**config.mk**
```make
export PLATFORM = sky130hd
export DESIGN_NAME = bcd_seg_scanner_flat
export DESIGN_NICKNAME = d
export VERILOG_FILES = /design/src/rtl/bcd_seg_scanner_if.sv /design/src/rtl/bcd_seg_scanner.sv /design/src/flat_wrapper.sv
export SDC_FILE = /design/constraint.sdc
export NUM_CORES = 1
export LEC_CHECK = 0
export ABC_AREA = 0
export CORE_ASPECT_RATIO = 1.1
export CORE_UTILIZATION = 35
export DETAILED_ROUTE_END_ITERATION = 7
export DONT_BUFFER_PORTS = 1
export PLACE_DENSITY_LB_ADDON = 0.3
export SKIP_LAST_GASP = 1
export SLEW_MARGIN = 20
export SYNTH_ARGS = -nofsm -noshare
export SYNTH_HDL_FRONTEND = slang
export SYNTH_SLANG_ARGS = --single-unit
```
**constraint.sdc**
```tcl
create_clock -name clk -period 3.8 [get_ports clk]
set_input_delay 0.95 -clock clk [delete_from_list [all_inputs] [get_ports clk]]
set_output_delay 0.95 -clock clk [all_outputs]
set_load 0.005 [all_outputs]
```
**src/rtl/bcd_seg_scanner_if.sv**
```systemverilog
// Bundle between the score logic and the seven-segment scanner.
//   enable      : 1 = scan and drive, 0 = display dark with counters held
//   bcd[0:3]    : BCD digits, [0] = ones .. [3] = thousands
//   seg         : segments {g,f,e,d,c,b,a}
//   an          : digit anodes, an[k] selects digit k
//   frame_start : one-cycle pulse on the cycle the shadow digits load
// master = digit source / display consumer, slave = scanner.
interface bcd_seg_scanner_if;
    logic       enable;
    logic [3:0] bcd [4];
    logic [6:0] seg;
    logic [3:0] an;
    logic       frame_start;

    modport master (output enable, bcd, input seg, an, frame_start);
    modport slave  (input enable, bcd, output seg, an, frame_start);
endinterface

```
**src/rtl/bcd_seg_scanner.sv**
```systemverilog
// Time-multiplexed 4-digit seven-segment driver for the score display.
// Digits are captured once per frame into a shadow copy so the display never
// tears, leading zeros are blanked, and each slot starts with a dark guard
// interval to suppress ghosting.
// Ports:
//   clk   : system clock
//   rst_n : synchronous reset, active low
//   bus   : bcd_seg_scanner_if.slave (enable, bcd in; seg, an, frame_start out)
module bcd_seg_scanner #(
    parameter int unsigned REFRESH_DIV   = 100_000,
    parameter int unsigned GUARD_CYCLES  = 1_000,
    parameter bit          BLANK_LEADING = 1'b1,
    parameter bit          ACTIVE_LOW    = 1'b1
) (
    input  logic               clk,
    input  logic               rst_n,
    bcd_seg_scanner_if.slave   bus
);
    localparam int unsigned CW      = $clog2(REFRESH_DIV);
    localparam logic [6:0]  SEG_OFF = ACTIVE_LOW ? 7'h7F : 7'h00;
    localparam logic [3:0]  AN_OFF  = ACTIVE_LOW ? 4'hF  : 4'h0;

    logic [CW-1:0] cnt;
    logic [1:0]    idx;
    logic [3:0]    shadow [4];
    logic          tick;

    logic [3:0]    digit;
    logic          blank;
    logic [6:0]    seg_code;
    logic [3:0]    an_code;
    logic [6:0]    seg_next;
    logic [3:0]    an_next;

    assign tick = (cnt == CW'(REFRESH_DIV - 1));

    always_comb begin
        digit = shadow[idx];

        // Digit idx is a leading zero when it and every more-significant
        // digit are zero; the ones digit is always shown.
        blank = 1'b0;
        if (BLANK_LEADING && idx != 2'd0) begin
            blank = 1'b1;
            for (int unsigned k = 1; k < 4; k++) begin
                if (k >= 32'(idx) && shadow[k] != 4'd0)
                    blank = 1'b0;
            end
        end

        case (digit)
            4'd0:    seg_code = 7'h3F;
            4'd1:    seg_code = 7'h06;
            4'd2:    seg_code = 7'h5B;
            4'd3:    seg_code = 7'h4F;
            4'd4:    seg_code = 7'h66;
            4'd5:    seg_code = 7'h6D;
            4'd6:    seg_code = 7'h7D;
            4'd7:    seg_code = 7'h07;
            4'd8:    seg_code = 7'h7F;
            4'd9:    seg_code = 7'h6F;
            default: seg_code = 7'h40;   // invalid BCD shows a dash
        endcase
        if (blank)
            seg_code = '0;

        // seg keeps showing the digit during the guard; only the anode is held off.
        an_code = '0;
        if (!blank && 32'(cnt) >= GUARD_CYCLES)
            an_code[idx] = 1'b1;

        seg_next = ACTIVE_LOW ? ~seg_code : seg_code;
        an_next  = ACTIVE_LOW ? ~an_code  : an_code;
    end

    always_ff @(posedge clk) begin
        if (!rst_n) begin
            cnt             <= '0;
            idx             <= '0;
            shadow          <= '{default: '0};
            bus.frame_start <= 1'b0;
            bus.seg         <= SEG_OFF;
            bus.an          <= AN_OFF;
        end else if (bus.enable) begin
            cnt             <= tick ? '0 : cnt + CW'(1);
            bus.frame_start <= 1'b0;
            if (tick) begin
                idx <= idx + 2'd1;   // wraps 3 -> 0 on the frame boundary
                if (idx == 2'd3) begin
                    shadow          <= bus.bcd;
                    bus.frame_start <= 1'b1;
                end
            end
            bus.seg <= seg_next;
            bus.an  <= an_next;
        end else begin
            bus.frame_start <= 1'b0;
            bus.seg         <= SEG_OFF;
            bus.an          <= AN_OFF;
        end
    end
endmodule
```
**src/flat_wrapper.sv**
```systemverilog
// flat-port wrapper written by rule: the top's interface ports become plain ports
module bcd_seg_scanner_flat 
#(
    parameter int unsigned REFRESH_DIV   = 100_000,
    parameter int unsigned GUARD_CYCLES  = 1_000,
    parameter bit          BLANK_LEADING = 1'b1,
    parameter bit          ACTIVE_LOW    = 1'b1
)
  (clk, rst_n, bus_enable, bus_bcd, bus_seg, bus_an, bus_frame_start);
  bcd_seg_scanner_if bus_i ();
  input  logic clk;
  input  logic rst_n;
  input wire logic [$bits(bus_i.enable)-1:0] bus_enable;
  input wire logic [$bits(bus_i.bcd)-1:0] bus_bcd;
  output wire logic [$bits(bus_i.seg)-1:0] bus_seg;
  output wire logic [$bits(bus_i.an)-1:0] bus_an;
  output wire logic [$bits(bus_i.frame_start)-1:0] bus_frame_start;
  assign bus_i.enable = bus_enable;
  assign bus_i.bcd = {>>{bus_bcd}};
  assign bus_seg = bus_i.seg;
  assign bus_an = bus_i.an;
  assign bus_frame_start = bus_i.frame_start;
  bcd_seg_scanner #(.REFRESH_DIV(REFRESH_DIV), .GUARD_CYCLES(GUARD_CYCLES), .BLANK_LEADING(BLANK_LEADING), .ACTIVE_LOW(ACTIVE_LOW)) u_core (.clk(clk), .rst_n(rst_n), .bus(bus_i));
endmodule
```
Word level (Yosys, flattened, before mapping)
Memory sizes are Yosys's and may differ from the RTL's.
Index checks and enable logic that the tools add are counted.
{ "classes": {"mux": 13, "addsub": 2, "n_bitwise": 3, "n_eq_ne": 2, "order_cmp": 6, "reduce_logical": 13} }
{ "op_table": {"columns": ["op", "count"], "rows": [
  ["17-bit by 1-bit adder with 17-bit output, second input constant", 1],
  ["17-bit == test, second input constant", 1],
  ["17-bit by 10-bit >= comparator with 1-bit output, second input constant", 1],
  ["17-bit 2-to-1 mux", 1],
  ["4-bit 2-to-1 mux", 3],
  ["4-bit nonzero test", 3],
  ["4-bit binary-select mux with 2-bit select", 1],
  ["7-bit 2-to-1 mux", 1],
  ["7-bit NOT", 1],
  ["1-bit 2-to-1 mux", 6],
  ["3-bit AND reduction", 2],
  ["1-bit logical AND", 4],
  ["4-bit NOT", 1],
  ["2-bit AND reduction", 2],
  ["3-bit >= comparator, second input constant", 1],
  ["2-bit by 3-bit less-than comparator with 1-bit output, second input constant", 1],
  ["2-bit NOT with 3-bit output", 1],
  ["2-bit by 1-bit adder with 2-bit output, second input constant", 1],
  ["1-bit demux with 2-bit select", 1],
  ["2-bit == test, second input constant", 1],
  ["1-bit by 2-bit >= comparator with 1-bit output, first input constant", 1],
  ["2-bit by 1-bit >= comparator with 1-bit output, second input constant", 1],
  ["2-bit >= comparator, first input constant", 1],
  ["2-bit nonzero test", 1],
  ["1-bit logical NOT", 1]
]} }
{ "totals": {"rom_bits": 112, "out_inout_bits": 12, "input_bits": 19, "memories": 1, "word_cells": 49, "regBits": 47} }
{ "mem_list": {"columns": ["memory", "depth", "word_bits", "rd", "rd_clocked_by_memory_dff", "wr", "line_no", "rtl"], "rows": [
  ["(name not given)", 16, 7, 1, 0, 0, "bcd_seg_scanner.sv:51", "case (digit)"]
]} }

Logic depth before layout (Yosys ltp)
Gate-level depths: netlist of run 1.
{ "logic_depth": {"depth_word": 10, "mapped_depth": 8, "ltp_nobuf": 7} }

Worst setup path after synthesis of run 1
Ideal clock, no wire load.
{ "synth_path": {"path_kind": "in2reg", "start": "input bus_enable", "end": "register u_core.shadow[0] (netlist bit)", "arrival_ps": 2296, "setup_ps": 132, "setup_slack_ps": 1371, "n_path_buf": 3, "cell_stages": 7, "t_required_ps": 3668, "path_cell_list": "buf_2 nand4_1 or4_4 buf_6 buf_6 o31ai_2 a21oi_1"} }
{ "synth_between": {"elab_chain_len": 1} }
{ "synth_rtl": {"columns": ["element", "line_no", "rtl"], "rows": [
  ["from (decl)", "flat_wrapper.sv:13", "input wire logic [$bits(bus_i.enable)-1:0] bus_enable;"],
  ["3-bit AND reduction (no source line)", null, null],
  ["to (signal assigned)", "bcd_seg_scanner.sv:90", "shadow <= bus.bcd;"],
  ["to (decl)", "bcd_seg_scanner.sv:25", "logic [3:0] shadow [4];"]
]} }
No other way between the ends.
A chain may end at the register's enable or synchronous reset.

Final worst setup path of run 1
{ "layout_path": {"start": "register u_core.cnt[11]", "end": "register u_core.cnt[11]"} }
{ "layout_between": {"elab_chain_len": 2, "elab_cells_between_ends": 3, "classes_between": "add/sub (1); eq/ne (1); mux (1)"} }
{ "layout_rtl": {"columns": ["element", "line_no", "rtl"], "rows": [
  ["from (decl)", "bcd_seg_scanner.sv:23", "logic [CW-1:0] cnt;"],
  ["from (signal assigned)", "bcd_seg_scanner.sv:85", "cnt <= tick ? '0 : cnt + CW'(1);"],
  ["17-bit by 1-bit adder with 17-bit output / 17-bit == test (equally long branches)", "bcd_seg_scanner.sv:85, bcd_seg_scanner.sv:35", null],
  ["17-bit 2-to-1 mux *", "bcd_seg_scanner.sv:85", null]
]} }
Mark *: on every way between the ends. The rest lies on a longest branch, timed or not.

==> results.md, run 1 <==
* Run status: finished, final reports clean
* Number of diodes at 0
* Number of buffers created by CTS at 5
* Power Total at 821 uW
* Sum Neg Setup Slack at 0 ns
* Total congestion overflow at 0
* Critical-path cell list: or4_4 > or4_4 > o21ai_2 > nor3_1
* Delay of the slowest critical-path stage at 0.59 ns
* Worst slew slack as a fraction of its limit at 0.531
* Finished Layout Cells at 338
* Wire length per cell after detailed routing at 14.8 microns
* Mean Syn Cell Area at 8.93 sq um
* Hold Path Class: flip-flop to flip-flop
* CTS Hold Buffers Added at 0
* Global placement routability congestion at 0.786
* Fraction of the mapped netlist area in compound gates at 0.170
* Most used routing layer: met2
* Number of unique standard cell types used by synthesis at 38
* Clk pin slew, worst setup/hold paths at 0.08 ns
* Gate count after technology mapping at 264
* CTS HTree Levels at 2
* Clock skew after layout at 0.00377 ns
* Number of cells in the design after placement at 331
* Synth-to-layout area growth at 5.52%
* Overall die width at 80.3 microns
* Number of setup violations in the final report at 0
* Post-layout minimum cycle time at 2.40 ns
* Most used cells in the layout excluding fill and tap cells: sky130_fd_sc_hd__dfxtp_1 (47), sky130_fd_sc_hd__a21oi_1 (28), sky130_fd_sc_hd__nand4_1 (23)
* Leakage dissipation at 0.000773 uW
* Layout cells sized above 1 at 0.109
* Final Net Count at 287
* Pint at 646 uW
* Overall fraction of global-route tracks in use at 0.157
* TritonCTS clock tree: yes
* Worst setup path category: flip-flop to flip-flop
* Total buffers and inverters traversed by the critical path at 0
* Sum of routed wire length over all layers at 4.99 mm
* Global-route track usage on met3 at 0.0365
* Chip height at 88.1 microns
* Power per Cell Area at 330 nW/um^2
* Final max-slew violation count at 0
* Switching Share at 0.214
* Unrepaired setup endpoints after global routing: no
* Most common cell after layout, fill and taps aside: sky130_fd_sc_hd__dfxtp_1
* Main combinational cell family by area after synthesis: simple AND/OR/NAND/NOR gates
* Worst EP arrival at 2.56 ns
* Post-CTS resize count at 0
* Worst slew pin tran at 0.702 ns
* Psw at 175 uW
* Power share of the combinational group at 0.019
* Ports at 31
* Period utilisation layout at 0.631
* Nature of the critical path endpoint: flip-flop
* CP delay by family, top: simple AND/OR/NAND/NOR gates
* Critical path's slowest cell: sky130_fd_sc_hd__or4_4
* Port Buf Inserts at 0
* Max-capacitance violation count at 0
* Data required time of the worst path at 3.96 ns
* Sequential cell fraction of total power at 0.612
* Synthesized Nets at 295
* DRC violation total after the first TritonRoute iteration at 70
* Share of synthesized area spent on multiplexers at 0.0520
* Initial Util at 0.360
* Number of standard-cell rows in the floorplan at 31
* Setup repair bufs after CTS at 0
* Cell repeated most along the worst path: sky130_fd_sc_hd__or4_4
* Clock latency at the later pin of the worst-skew pair at 0.30 ns
* Met1 Track Usage GR at 0.217
* Initial antenna violation count at 0
* Root buffer selected by CTS: sky130_fd_sc_hd__clkbuf_8
* Count of endpoints failing hold in the final timing report at 0
* Proportion of synthesized chip area in sequential cells at 0.399
* Sum of net half-perimeters after detailed placement at 3.50 mm
* Yosys synthesis warning count at 0
* Via count at 1848
* Maximum achievable frequency at 417 MHz
* Xor/xnor cell area share of the yosys netlist at 0.0372
* DIE AREA at 7070 sq um
* Number of sinks driven by the clock tree at 47
* Cell area after synthesis at 2360 sq um
* Via count of the first global-routing pass at 1772
* Hold_ws at 0.478 ns
* Maximum fanout count along the critical path at 20
* Wire length of the first global-routing pass at 8.63 mm
* Arithmetic-cell share of the synthesized area counting full adders, half adders and majority gates at 0.0637
* Drt drc at 0
* Number of iterations in the first detailed-routing pass at 4
* Met2 Track Usage GR at 0.240
* Power share of the clock group at 0.369
* Flops & latches, synth at 47
* Remaining number of nets flagged by the antenna check after routing at 0
* Detailed-route vias per instance at 5.47
* Core area at 6560 sq um
* Sort of element at the start of the critical path: flip-flop
* Synth Area in Simple Gates at 0.218
* Maximum number of pins on one net before global-route repair at 22
* Clock tree buffer depth at 2
* Largest vdd supply drop at 0.241 mV
-- registers in the layout, summed over array words and instances (netlist names) --
| register | cells |
|---|---|
| u_core.bus.an | 4 |
| u_core.cnt | 17 |
| u_core.bus.frame_start | 1 |
| u_core.idx | 2 |
| u_core.bus.seg | 7 |
| u_core.shadow | 16 |
-- Yosys cell counts, drive strengths merged --
master	count	area, sq um
buf	7	47.6
a21oi	28	140
nor3	5	30.0
nand4	23	144
nand3b	1	7.51
or4	5	45.0
nand2b	2	12.5
dfxtp	47	941
a31o	1	8.76
xnor2	4	35.0
or3	2	12.5
and2	1	6.26
o311a	1	10.0
xor2	6	52.6
o31ai	18	170
ha	12	150
clkinv	1	3.75
o21ai	11	58.8
nor2	22	82.6
mux4	4	90.1
clkbuf	11	41.3
o22ai	2	12.5
mux2	2	22.5
nor4	6	37.5
inv	13	48.8
mux2i	1	10.0
and3	2	12.5
and4	1	8.76
nand4b	1	8.76
nand3	13	65.1
nand2	11	41.3
-- worst register-to-register path, stage by stage, from the launching register on --
cell                      delay, ns
sky130_fd_sc_hd__dfxtp_1       0.38
sky130_fd_sc_hd__or4_4         0.59
sky130_fd_sc_hd__or4_4         0.59
sky130_fd_sc_hd__o21ai_2       0.58
sky130_fd_sc_hd__nor3_1        0.13
-- power by group through the flow --
stage	clock, uW	combinational, uW	sequential, uW
final	303	15.8	503
after global routing	332	18.5	504
after CTS	313	16.3	503
after detailed placement	0	16.4	514
after global placement	0	16.1	514
after floorplan	0	15.5	513
-- layout make-up --
| cell class | instances | area [sq um] |
|---|---|---|
| Inverter | 14 | 52.6 |
| Clock buffer | 6 | 82.6 |
| Fill cell | 672 | 4070 |
| Sequential cell | 47 | 941 |
| Clock inverter | 1 | 5.00 |
| Tap cell | 82 | 103 |
| Timing Repair Buffer | 3 | 22.5 |
| Multi-Input combinational cell | 185 | 1280 |
-- logic make-up after synthesis --
family / count (synthesis)
AOI/OAI and AO/OA: 61
and+or+nand+nor: 95
buffers and inverters: 32
muxes: 7
adders and majority gates: 12
DFF: 47
xor gates and xnor gates: 10
-- layer usage --
metal,vias up,share of wire
met1,863,0.51
met4,0,0.016
met2,31,0.44
met5,-,0
li1,948,-
met3,6,0.037
-- path summary, 6_finish.rpt --
path	cells past startpoint	slack, ns	to	from
min reg2reg	2	0.48	u_core.shadow[15]	u_core.shadow[15]
max	4	1.40	u_core.cnt[11]	u_core.cnt[11]
max reg2reg	4	1.40	u_core.cnt[11]	u_core.cnt[11]
min	2	0.48	u_core.shadow[15]	u_core.shadow[15]
-- per-stage QoR --
stage	setup WS, ns	area [sq um]	utilization
2_1_floorplan	1.37	2360	-
3_3_place_gp	1.18	2390	0.365
3_5_place_dp	1.14	2390	0.365
4_1_cts	1.41	2480	0.379
5_1_grt	1.22	2490	0.379
6_report	1.40	2490	0.379
Power figures use the tool's default switching activity.
==> run 2: changes to the inputs <==
Clock period 3.8 ns to 2.4 ns, I/O delays scaled along.
==> results.md, run 2 (synthesized netlist as in run 1, its figures left out) <==
* Run status: finished, final reports clean
* Hold Path Cell Cnt at 1 (-1)
* Port Buf Inserts at 0 (unchanged)
* Sum of routed wire length over all layers at 5.15 mm (+3.1%)
* Number of flip-flops in the largest register at 17 (unchanged)
* Cell Area, Placed at 2420 sq um (+1.3%)
* Detailed-route vias per instance at 5.50 (+0.52%)
* Worst reg2reg startpoint: u_core.cnt[0]
* Number of standard-cell rows in the floorplan at 31 (unchanged)
* Setup crit start: u_core.cnt[0]
* Leading registers by flop count: u_core.cnt: 17 flops, u_core.shadow: 16 flops, u_core.bus.seg: 7 flops
* Sum Neg Setup Slack at 0 ns (unchanged)
* TritonCTS clock tree: yes
* Sort of element at the start of the critical path: flip-flop
* Number of setup violations in the final report at 0 (unchanged)
* Worst setup path category: flip-flop to flip-flop
* Number of buffers created by CTS at 5 (unchanged)
* Final Net Count at 291 (+1.4%)
* CP delay by family, top: simple AND/OR/NAND/NOR gates
* Overall die width at 80.3 microns (unchanged)
* Wire length per cell after detailed routing at 15.0 microns (+1.6%)
* Initial Util at 0.360 (unchanged)
* Worst slew slack as a fraction of its limit at 0.573 (+0.0420)
* Count of cells along the worst register-to-register path at 6 (+2)
* Post-layout instance area at 2510 sq um (+0.86%)
* Number of sinks driven by the clock tree at 47 (unchanged)
* DIE AREA at 7070 sq um (unchanged)
* Most used cells in the layout excluding fill and tap cells: sky130_fd_sc_hd__dfxtp_1 (47), sky130_fd_sc_hd__a21oi_1 (28), sky130_fd_sc_hd__nand4_1 (23)
* Total buffers and inverters traversed by the critical path at 1 (+1)
* Wire length of the first global-routing pass at 8.83 mm (+2.3%)
* Number of diodes at 0 (unchanged)
* Maximum number of pins on one net before global-route repair at 22 (unchanged)
* Hold_ws at 0.385 ns (-0.0931 ns)
* Ports at 31 (unchanged)
* Critical-path cell list: ha_1 > nand4_1 > or4_4 > o21ai_2 > buf_4 > nor3_1
* CTS HTree Levels at 2 (unchanged)
* Post-layout minimum cycle time at 2.13 ns (-0.270 ns)
* Data required time of the worst path at 2.59 ns (-1.37 ns)
* Area taken by multi-input logic gates at 1270 sq um (-0.49%)
* Clock latency at the later pin of the worst-skew pair at 0.29 ns (about the same)
* Leakage dissipation at 0.000784 uW (+1.5%)
* Setup repair bufs after CTS at 0 (unchanged)
* Drt drc at 0 (unchanged)
* Number of iterations in the first detailed-routing pass at 4 (unchanged)
* Overall fraction of global-route tracks in use at 0.161 (+0.00425)
* Delay of the slowest critical-path stage at 0.68 ns (+0.09 ns)
* Worst EP arrival at 2.31 ns (-0.25 ns)
* Chip height at 88.1 microns (unchanged)
* Number of stages on the worst setup path at 6 (+2)
* Sum of net half-perimeters after detailed placement at 3.64 mm (+4.1%)
* Via count at 1885 (+2.0%)
* Number of fill cells at 681 (+1.3%)
* Total congestion overflow at 0 (unchanged)
* Finished Layout Cells at 343 (+1.5%)
* Post-CTS resize count at 0 (unchanged)
* Root buffer selected by CTS: sky130_fd_sc_hd__clkbuf_8
* Unrepaired setup endpoints after global routing: no
* Via count of the first global-routing pass at 1856 (+4.7%)
* Worst slew pin tran at 0.640 ns (-0.0614 ns)
* Max-capacitance violation count at 0 (unchanged)
* Initial antenna violation count at 0 (unchanged)
* Number of cells in the design after placement at 335 (+1.2%)
* CTS Hold Buffers Added at 0 (unchanged)
* Most flops, register: u_core.cnt
* Clock tree buffer depth at 2 (unchanged)
* Most common cell after layout, fill and taps aside: sky130_fd_sc_hd__dfxtp_1
* Post-Place Worst Slack at 0.271 ns (-0.872 ns)
* Hold Path Class: input pin to flip-flop
* Remaining number of nets flagged by the antenna check after routing at 0 (unchanged)
* Layout cells sized above 1 at 0.123 (+0.0132)
* Post-layout worst setup margin at 0.273 ns (-1.13 ns)
* Nature of the critical path endpoint: flip-flop
* Hold wc startpoint: bus_enable
* Count of endpoints failing hold in the final timing report at 0 (unchanged)
* Power per Cell Area at 515 nW/um^2 (+56%)
* DRC violation total after the first TritonRoute iteration at 83 (+19%)
* Core area at 6560 sq um (unchanged)
* Maximum fanout count along the critical path at 20 (unchanged)
* FF+latch area at 941 sq um (unchanged)
* Period utilisation layout at 0.886 (+0.255)
* Final max-slew violation count at 0 (unchanged)
* Maximum achievable frequency at 470 MHz (+13%)
* Synth-to-layout area growth at 6.42%
* Clk pin slew, worst setup/hold paths at 0.09 ns (about the same)
* Global placement routability congestion at 0.800 (+1.8%)
* Largest vdd supply drop at 0.210 mV (-13%)
* Critical path's slowest cell: sky130_fd_sc_hd__or4_4
* Clock skew after layout at 0.00617 ns (+0.00240 ns)
## run 2: area by class of cell
cell class                 instances  area share
clock buffer                       6      0.0289
clock inverter                     2     0.00499
inverter                          14      0.0209
multi-input combinational        185       0.508
sequential                        47       0.375
tap                               82      0.0409
timing repair buffer               7      0.0209
## run 2: final timing paths
kind         slack (ns)           endpoint
min                0.38   u_core.bus.an[0]
max reg2reg        0.27     u_core.cnt[11]
max                0.27     u_core.cnt[11]
min reg2reg        0.48  u_core.shadow[14]
## run 2: report_power, final
part           internal, uW  switching, uW
Sequential              788           8.01
Combinational          9.32           17.1
Clock                   204            265
Total                  1000            290
## run 2: metal layers
metal	global-route usage	vias up	wire length (microns)
met2	0.268	36	2410
met3	0.0479	4	288
met1	0.202	886	2390
li1	-	959	-
met5	0	-	0
met4	0.0471	0	52
## run 2: per-stage QoR
| stage | util | power (uW) |
|---|---|---|
| after detailed placement | 0.370 | 842 |
| after global placement | 0.370 | 840 |
| after floorplan | - | 838 |
| after CTS | 0.383 | 1310 |
| final | 0.383 | 1290 |
| after global routing | 0.383 | 1360 |
